`src/rtl/tage_update_unit.sv`:
```
// TAGE write-side update unit: provider counter/useful update, allocation
// on mispredict, useful decay on failed allocation, periodic useful flush.
module tage_update_unit #(
    parameter int IDX_W     = 10,
    parameter int TAG_W     = 8,
    parameter int CTR_W     = 3,
    parameter int U_W       = 2,
    parameter int URST_LOG2 = 18
) (
    input  logic                 clk,
    input  logic                 rst,
    input  logic                 cm_valid,
    input  logic                 cm_taken,
    input  logic                 cm_mispred,
    input  logic                 cm_prov_valid,
    input  logic [1:0]           cm_provider,
    input  logic                 cm_alt_pred,
    input  logic [4*CTR_W-1:0]   cm_ctr,
    input  logic [4*U_W-1:0]     cm_useful,
    input  logic [4*IDX_W-1:0]   cm_index,
    input  logic [4*TAG_W-1:0]   cm_tag,
    output logic [3:0]           upd_en,
    output logic [4*IDX_W-1:0]   upd_index,
    output logic [4*CTR_W-1:0]   upd_ctr,
    output logic [4*U_W-1:0]     upd_useful,
    output logic [4*TAG_W-1:0]   upd_tag,
    output logic [3:0]           upd_tag_we,
    output logic                 alloc_fail,
    output logic                 flush_ubits_hi,
    output logic                 flush_ubits_lo
);

    localparam logic [CTR_W-1:0] CTR_MAX = '1;
    localparam logic [CTR_W-1:0] CTR_WT  = {1'b1, {(CTR_W-1){1'b0}}};
    localparam logic [CTR_W-1:0] CTR_WNT = {1'b0, {(CTR_W-1){1'b1}}};
    localparam logic [U_W-1:0]   U_MAX   = '1;

    logic [7:0]           lfsr;
    logic                 prob;
    logic [URST_LOG2-1:0] cm_cnt;
    logic                 phase;

    logic [3:0]           n_en;
    logic [3:0]           n_twe;
    logic [4*IDX_W-1:0]   n_index;
    logic [4*CTR_W-1:0]   n_ctr;
    logic [4*U_W-1:0]     n_useful;
    logic [4*TAG_W-1:0]   n_tag;
    logic                 n_fail;

    logic                 alloc_ok;
    logic [3:0]           cand;
    logic [3:0]           free;
    logic [1:0]           c0;
    logic [1:0]           c1;
    logic [1:0]           pick;
    logic                 have0;
    logic                 have1;
    logic [CTR_W-1:0]     rc;
    logic [U_W-1:0]       ru;

    assign prob = lfsr < 8'd170;

    always_comb begin
        n_en     = '0;
        n_twe    = '0;
        n_index  = '0;
        n_ctr    = '0;
        n_useful = '0;
        n_tag    = '0;
        n_fail   = 1'b0;
        cand     = '0;
        free     = '0;
        c0       = '0;
        c1       = '0;
        have0    = 1'b0;
        have1    = 1'b0;
        rc       = '0;
        ru       = '0;
        alloc_ok = cm_mispred && !(cm_prov_valid && cm_provider == 2'd3);

        for (int j = 0; j < 4; j++) begin
            rc = cm_ctr[j*CTR_W +: CTR_W];
            ru = cm_useful[j*U_W +: U_W];
            if (cm_prov_valid && cm_provider == 2'(j)) begin
                n_en[j] = 1'b1;
                n_index[j*IDX_W +: IDX_W] = cm_index[j*IDX_W +: IDX_W];
                if (cm_taken)
                    n_ctr[j*CTR_W +: CTR_W] = (rc == CTR_MAX) ? rc : rc + 1'b1;
                else
                    n_ctr[j*CTR_W +: CTR_W] = (rc == '0) ? rc : rc - 1'b1;
                // useful only moves when provider and alternate disagree
                if (rc[CTR_W-1] != cm_alt_pred) begin
                    if (rc[CTR_W-1] == cm_taken)
                        ru = (ru == U_MAX) ? ru : ru + 1'b1;
                    else
                        ru = (ru == '0) ? ru : ru - 1'b1;
                end
                n_useful[j*U_W +: U_W] = ru;
            end
            cand[j] = alloc_ok && (!cm_prov_valid || 2'(j) > cm_provider);
            free[j] = cand[j] && (cm_useful[j*U_W +: U_W] == '0);
            if (free[j] && !have0) begin
                c0    = 2'(j);
                have0 = 1'b1;
            end else if (free[j] && !have1) begin
                c1    = 2'(j);
                have1 = 1'b1;
            end
        end

        pick = (have1 && !prob) ? c1 : c0;

        for (int j = 0; j < 4; j++) begin
            rc = cm_ctr[j*CTR_W +: CTR_W];
            ru = cm_useful[j*U_W +: U_W];
            if (have0 && pick == 2'(j)) begin
                n_en[j]  = 1'b1;
                n_twe[j] = 1'b1;
                n_index[j*IDX_W +: IDX_W] = cm_index[j*IDX_W +: IDX_W];
                n_tag[j*TAG_W +: TAG_W]   = cm_tag[j*TAG_W +: TAG_W];
                n_ctr[j*CTR_W +: CTR_W]   = cm_taken ? CTR_WT : CTR_WNT;
                n_useful[j*U_W +: U_W]    = '0;
            end else if (!have0 && cand[j]) begin
                n_en[j] = 1'b1;
                n_fail  = 1'b1;
                n_index[j*IDX_W +: IDX_W] = cm_index[j*IDX_W +: IDX_W];
                n_ctr[j*CTR_W +: CTR_W]   = rc;
                n_useful[j*U_W +: U_W]    = (ru == '0) ? ru : ru - 1'b1;
            end
        end
    end

    always_ff @(posedge clk) begin
        if (rst) begin
            lfsr           <= 8'hFF;
            cm_cnt         <= '0;
            phase          <= 1'b0;
            upd_en         <= '0;
            upd_index      <= '0;
            upd_ctr        <= '0;
            upd_useful     <= '0;
            upd_tag        <= '0;
            upd_tag_we     <= '0;
            alloc_fail     <= 1'b0;
            flush_ubits_hi <= 1'b0;
            flush_ubits_lo <= 1'b0;
        end else begin
            lfsr <= {lfsr[6:0], lfsr[7] ^ lfsr[5] ^ lfsr[4] ^ lfsr[3]};
            if (cm_valid) begin
                upd_en     <= n_en;
                upd_index  <= n_index;
                upd_ctr    <= n_ctr;
                upd_useful <= n_useful;
                upd_tag    <= n_tag;
                upd_tag_we <= n_twe;
                alloc_fail <= n_fail;
                cm_cnt     <= cm_cnt + 1'b1;
                if (cm_cnt == '1) begin
                    flush_ubits_hi <= !phase;
                    flush_ubits_lo <= phase;
                    phase          <= !phase;
                end else begin
                    flush_ubits_hi <= 1'b0;
                    flush_ubits_lo <= 1'b0;
                end
            end else begin
                upd_en         <= '0;
                upd_index      <= '0;
                upd_ctr        <= '0;
                upd_useful     <= '0;
                upd_tag        <= '0;
                upd_tag_we     <= '0;
                alloc_fail     <= 1'b0;
                flush_ubits_hi <= 1'b0;
                flush_ubits_lo <= 1'b0;
            end
        end
    end

endmodule

```
`config.mk`:
```
export PLATFORM = sky130hd
export DESIGN_NAME = tage_update_unit
export DESIGN_NICKNAME = d
export VERILOG_FILES = /design/src/rtl/tage_update_unit.sv
export SDC_FILE = /design/constraint.sdc
export NUM_CORES = 1
export LEC_CHECK = 0
export CELL_PAD_IN_SITES_DETAIL_PLACEMENT = 1
export CELL_PAD_IN_SITES_GLOBAL_PLACEMENT = 1
export CORE_MARGIN = 3
export CORE_UTILIZATION = 30
export CTS_CLUSTER_SIZE = 24
export DETAILED_ROUTE_END_ITERATION = 10
export PLACE_DENSITY_LB_ADDON = 0.1
export SLEW_MARGIN = 15
export SYNTH_ARGS = -nofsm -noshare
export SYNTH_HDL_FRONTEND = slang
export SYNTH_SLANG_ARGS = --single-unit
```
`constraint.sdc`:
```
create_clock -name clk -period 1.9 [get_ports clk]
set_input_delay 0.19 -clock clk [delete_from_list [all_inputs] [get_ports clk]]
set_output_delay 0.19 -clock clk [all_outputs]
set_load 0.02 [all_outputs]
```
# --- After elaboration in Yosys (flattened, before gate mapping) ---
# Index checks and enable logic that the tools add are counted.
classes:
  n_addsub: 17
  magnitude_cmp: 5
  n_eq_ne: 23
  mux: 105
  n_bitwise: 9
  n_reduce_logical: 62
op_table:
  columns: ["op", "n"]
  rows:
  - ["$mux W10", 12]
  - ["$mux W3", 25]
  - ["$mux W2", 31]
  - ["$mux W1", 37]
  - ["$logic_and A1 B1 Y1", 27]
  - ["$reduce_or A3 Y1", 9]
  - ["$add A18 B1 Y18 const B", 1]
  - ["$eq A18 B18 Y1 const B", 1]
  - ["$eq A2 B2 Y1 const B", 8]
  - ["$add A3 B1 Y3 const B", 4]
  - ["$eq A3 B3 Y1 const B", 4]
  - ["$logic_not A2 Y1", 6]
  - ["$logic_not A3 Y1", 4]
  - ["$sub A3 B1 Y3 const B", 4]
  - ["$logic_not A1 Y1", 10]
  - ["$add A2 B1 Y2 const B", 4]
  - ["$lt A8 B8 Y1 const B", 1]
  - ["$sub A2 B1 Y2 const B", 4]
  - ["$not A1 Y1", 6]
  - ["$eq A1 B1 Y1", 4]
  - ["$eq A2 B1 Y1 const B", 2]
  - ["$gt A1 B2 Y1 const A", 2]
  - ["$gt A2 B2 Y1 const A", 2]
  - ["$logic_or A1 B1 Y1", 4]
  - ["other kinds (4)", 9]
totals:
  register_bits: 130
  in_bits: 101
  output_inout_bits: 103
  elab_cells: 239

# --- Logic depth before layout (Yosys ltp) ---
logic_depth:
  ltp_word: 29
  ltp_mapped: 8
  depth_no_buf: 7

# --- Worst setup path after synthesis ---
# No wires, ideal clock.
synth_path:
  path_kind: "input -> register"
  start: "in cm_prov_valid"
  end: "reg upd_index[20]"
  setup_time_ps: 122
  arrival_ps: 1490
  required_ps: 1778
  slack_ps: 288
  stages: 7
  path_buffers: 2
  cell_sequence: "buf_4 -> nor4b_2 -> a21oi_1 -> o2111a_2 -> nand2_2 -> buf_4 -> a21boi_1"
synth_via:
  elab_chain_len: 22
  word_cells_on_any_way: 55
  classes_between: "1 x eq/ne; 23 x mux; 31 x reduce/logical"
synth_rtl:
  columns: ["element", "line_no", "text"]
  rows:
  - ["start, declared", "15", "input logic cm_prov_valid,"]
  - ["$logic_and A1 B1 Y1", "80", "alloc_ok = cm_mispred && !(cm_prov_valid && cm_provider == 2'd3);"]
  - ["$logic_not A1 Y1", "80", null]
  - ["$logic_and A1 B1 Y1", "80", null]
  - ["$logic_and A1 B1 Y1", "101", "cand[j] = alloc_ok && (!cm_prov_valid || 2'(j) > cm_provider);"]
  - ["$logic_and A1 B1 Y1", "102", "free[j] = cand[j] && (cm_useful[j*U_W +: U_W] == '0);"]
  - ["$mux W1", "103", "if (free[j] && !have0) begin"]
  - ["$logic_not A1 Y1", "103", null]
  - ["$logic_and A1 B1 Y1", "103", null]
  - ["[6 not listed]", null, null]
  - ["$logic_and A1 B1 Y1", "106", "end else if (free[j] && !have1) begin"]
  - ["$mux W1", "106", null]
  - ["$mux W1", "103", null]
  - ["$logic_and A1 B1 Y1", "112", "pick = (have1 && !prob) ? c1 : c0;"]
  - ["$mux W2", "112", null]
  - ["$eq A2 B2 Y1", "117", "if (have0 && pick == 2'(j)) begin"]
  - ["$logic_and A1 B1 Y1", "117", null]
  - ["$mux W10 *", "117", null]
  - ["end signal, assigned", "152", "upd_index <= n_index;"]
  - ["end, declared", "23", "output logic [4*IDX_W-1:0] upd_index,"]
# Mark *: on every way between the ends. The rest lies on a longest branch, timed or not.
# A chain may end at the register's enable or synchronous reset.

# --- Final worst setup path ---
layout_path:
  start: "in cm_provider[1]"
  end: "reg upd_index[8]"
layout_via:
  elab_chain_len: 23
  word_cells_on_any_way: 60
  classes_between: "4 x order compare; 1 x eq/ne; 23 x mux; 32 x reduce/logical"
layout_rtl:
  columns: ["element", "line_no", "text"]
  rows:
  - ["start, declared", "16", "input logic [1:0] cm_provider,"]
  - ["$eq A2 B2 Y1", "80", null]
  - ["$logic_and A1 B1 Y1", "80", null]
  - ["$logic_not A1 Y1", "80", null]
  - ["$logic_and A1 B1 Y1", "80", null]
  - ["$logic_and A1 B1 Y1", "101", null]
  - ["$logic_and A1 B1 Y1", "102", null]
  - ["$mux W1", "103", null]
  - ["$logic_not A1 Y1", "103", null]
  - ["[7 not listed]", null, null]
  - ["$logic_and A1 B1 Y1", "106", null]
  - ["$mux W1", "106", null]
  - ["$mux W1", "103", null]
  - ["$logic_and A1 B1 Y1", "112", null]
  - ["$mux W2", "112", null]
  - ["$logic_not A2 Y1", "117", null]
  - ["$logic_and A1 B1 Y1", "117", null]
  - ["$mux W10 *", "117", null]
# Marks and branches as above.

==> summary.md <==
| Metric | Value |
|---|---|
| CP bufs+invs | `3` |
| Fin nets | `959` |
| Seq pwr share | `37.5%` |
| CP Capture Type | `flip-flop` |
| Post-DR vias/cell | `4.833` |
| Syn Nets | `699` |
| Max stage delay cell, worst path | `clkdlybuf4s50_1` |
| Worst rel slew slack | `70.51%` |
| Max clock buf depth | `2` |
| Synth Flop Type | `dfxtp_1` |
| Area Overhead vs Synth | `63.65%` |
| DRT Pass-1 Iters | `4` |
| Final Cycle Share | `95.84%` |
| Clock share of power | `49.1%` |
| Chip Height | `140.9 µm` |
| Final setup margin | `79.10 ps` |
| Min-delay worst type | `in -> reg` |
| Register-to-Register Path Depth | `7` |
| CTS tree | `built` |
| CP peak stage delay | `540 ps` |
| Ports | `204` |
| Row cnt | `48` |
| Root buffer cell | `clkbuf_16` |
| Yosys reg bits | `130` |
| Internal | `5.800 mW` |
| Period minus WS final | `1821 ps` |
| Dpl ws | `-421.6 ps` |
| Post-Synthesis Cell Area | `5459 µm²` |
| Clk Latency, worst-skew pair | `420 ps` |
| First-pass GRT wire length | `29460 µm` |
| CP cell instances | `clkdlybuf4s50_1 -> a211oi_4 -> and2_2 -> buf_4 -> nor4_4 -> a211oi_2 -> buf_6 -> nor2_1` |
| Hold Vio Cnt, Final | `0` |
| Residual DRC | `0` |
| Yosys cell types | `75` |
| Combinational share of power | `13.5%` |
| Final Core Density | `50.94%` |
| CP required | `2200 ps` |
| Total GRT Usage | `18.63%` |
| # diodes | `0` |
| Pleak | `3.547 nW` |
| Fraction of layout cells with a size suffix above 1 | `16.43%` |
| Die span in x | `140.9 µm` |
| Syn Inst Count | `585` |
| Peak supply drop | `0.6261 mV` |
| Switching share of power | `22.80%` |
| Vias in the first global route | `5640` |
| Pins Over Slew Limit | `0` |
| Crit. path cell count | `8` |
| Skew final | `10.77 ps` |
| Final WL | `18620 µm` |
| Hold_buf cts | `0` |
| Maxcap violations | `0` |
| Gpl congestion | `0.8543` |
| CTS Buf Count | `17` |
| Sequential area share after synthesis | `47.67%` |
| Post-Syn Area per Cell | `9.332 µm²` |
| Critical-path maximum fanout | `11` |
| Post-Layout Inst Area | `8934 µm²` |
| H-tree levels | `4` |
| Initial antenna violation count | `0` |
| Worst Hold Path Cells | `3` |
| Family with the most delay on the worst path | `buffers and inverters` |
| Least-Margin Pin Slew | `431.3 ps` |
| Data arrival, critical path | `2120 ps` |
| DPL Wire Length | `14560 µm` |
| Yosys warnings | `0` |
| Setup Viol. Count Final | `0` |
| Final hold slack | `308.1 ps` |
| Core box area | `17540 µm²` |
| Port buffer count | `203` |
| P_sw | `1.713 mW` |
| Wire per inst | `17.19 µm` |
| Die area | `19850 µm²` |
| PD cells | `840.9 nW/µm²` |
| R2r setup slk | `180 ps` |
| Largest net degree at the start of global routing | `31` |
| CP Launch Type | `input port` |
| CP Class | `in -> reg` |
| CTS clock-pin slew for the worst setup and hold paths | `60 ps` |
| DR vias | `5234` |
| Grt ovf | `0` |
| Initial DRC count | `129` |
| Post-DP Area | `8208 µm²` |
| Sink Count | `130` |
| Status | `finished clean` |
| Share of flip-flops with an asynchronous set or reset | `0%` |
| Antenna Violating Nets Remaining | `0` |
| Max Clock Freq | `549.2 MHz` |
| Initial Util | `31.13%` |
| Post-synth EDFFs | `0` |
cells in the final DEF, fill, tap and decap left out, types with 3 or more instances in the layout:
cell	Yosys	layout
clkdlybuf4s50_1	0	202
dfxtp_1	130	130
buf_4	3	66
nand2_1	54	54
nor2_1	53	53
and2_1	28	27
a21oi_1	27	26
inv_1	20	20
clkbuf_16	0	17
and3_1	17	16
xor2_1	16	16
o21ai_0	15	15
nand3_1	15	15
nand2b_1	14	14
ha_1	13	13
mux2i_1	10	10
xnor2_1	10	10
a21boi_1	8	8
o22ai_1	8	8
nand3b_1	8	8
nand4_1	8	8
or2_2	7	7
o211ai_1	6	6
a22oi_1	6	6
bufinv_16	0	5
buf_12	0	5
a31oi_1	4	4
o31ai_1	4	4
nor3b_1	4	4
clkbuf_8	0	4
a21oi_2	2	3
nor3_1	4	3
a32o_1	3	3
and4_1	3	3
power by group through the flow:
stage | logic (mW) | clock network [mW] | registers (mW)
after floorplan | 0.368 | 0 | 2.93
after global placement | 0.972 | 0 | 2.87
after detailed placement | 1.00 | 0 | 2.87
after CTS | 1.01 | 3.77 | 2.81
after global routing | 1.09 | 3.89 | 2.82
final | 1.01 | 3.69 | 2.81
worst register-to-register path, cell delays in order (launching register included):
cell	delay [ps]
dfxtp_1	340
o21ai_0	120
a21oi_2	230
buf_4	190
o31ai_4	90
a211oi_2	350
buf_6	220
nor2_1	70
Yosys cell counts, types with 11 or more instances:
library cell | count | area (µm²)
and3_1 | 17 | 106.4
o21ai_0 | 15 | 75.07
inv_1 | 20 | 75.07
nor2_1 | 53 | 198.9
xor2_1 | 16 | 140.1
clkbuf_1 | 16 | 60.06
nand3_1 | 15 | 75.07
dfxtp_1 | 130 | 2603
a21oi_1 | 27 | 135.1
buf_2 | 11 | 55.05
nand2_1 | 54 | 202.7
nand2b_1 | 14 | 87.58
ha_1 | 13 | 162.7
and2_1 | 28 | 175.2
sequential cells by signal (all words and copies together), names as in the netlist:
register        count
upd_en              4
upd_useful          8
upd_ctr            12
upd_index          40
upd_tag            32
cm_cnt             18
flush_ubits_hi      1
flush_ubits_lo      1
upd_tag_we          4
lfsr                8
alloc_fail          1
phase               1
area by class of cell:
| type | count | area [µm²] |
|---|---|---|
| clock inverters | 11 | 196.4 |
| inverters | 20 | 75.07 |
| repair buffers | 275 | 2641 |
| multi-input cells | 401 | 2656 |
| well taps | 225 | 281.5 |
| clock buffers | 21 | 480.5 |
| flip-flops and latches | 130 | 2603 |
| fillers | 1950 | 8603 |
path summary, 6_finish.rpt:
check / from / to
worst min register to register: lfsr[0] / lfsr[1]
worst min-delay path: cm_index[3] / upd_index[3]
worst max-delay path: cm_provider[1] / upd_index[8]
worst max register to register: lfsr[3] / upd_index[8]
layer usage:
metal / wire length [µm] / track usage, % / part of all wire [%] / vias to the layer above
li1: - / - / - / 2554
met1: 7671 / 21.58 / 41 / 2501
met2: 9731 / 34.00 / 52 / 157
met3: 908 / 4.444 / 4.9 / 22
met4: 306 / 5.507 / 1.6 / 0
met5: 0 / 0 / 0 / -
per-stage QoR:
step	setup TNS, ps	cells	power, mW
detailed placement	-28990	1049	3.875
finish	0	1083	7.513
global placement	-22680	1049	3.841
global route	-4.366	1083	7.805
floorplan	0	585	3.303
CTS	0	1081	7.595
cells by family after synthesis:
family,share of synthesized area [%]
buf+inv,4.309
xor+xnor,4.171
fa+ha+maj,2.980
simple gates,23.24
flops,47.67
mux,2.040
compound gates,15.59
timing repair:
item,CTS,global route
buffers inserted,0,2
gates resized for setup,0,8
setup endpoints to repair,0,48
hold endpoints to repair,0,0
(Power assumes the default switching activity.)
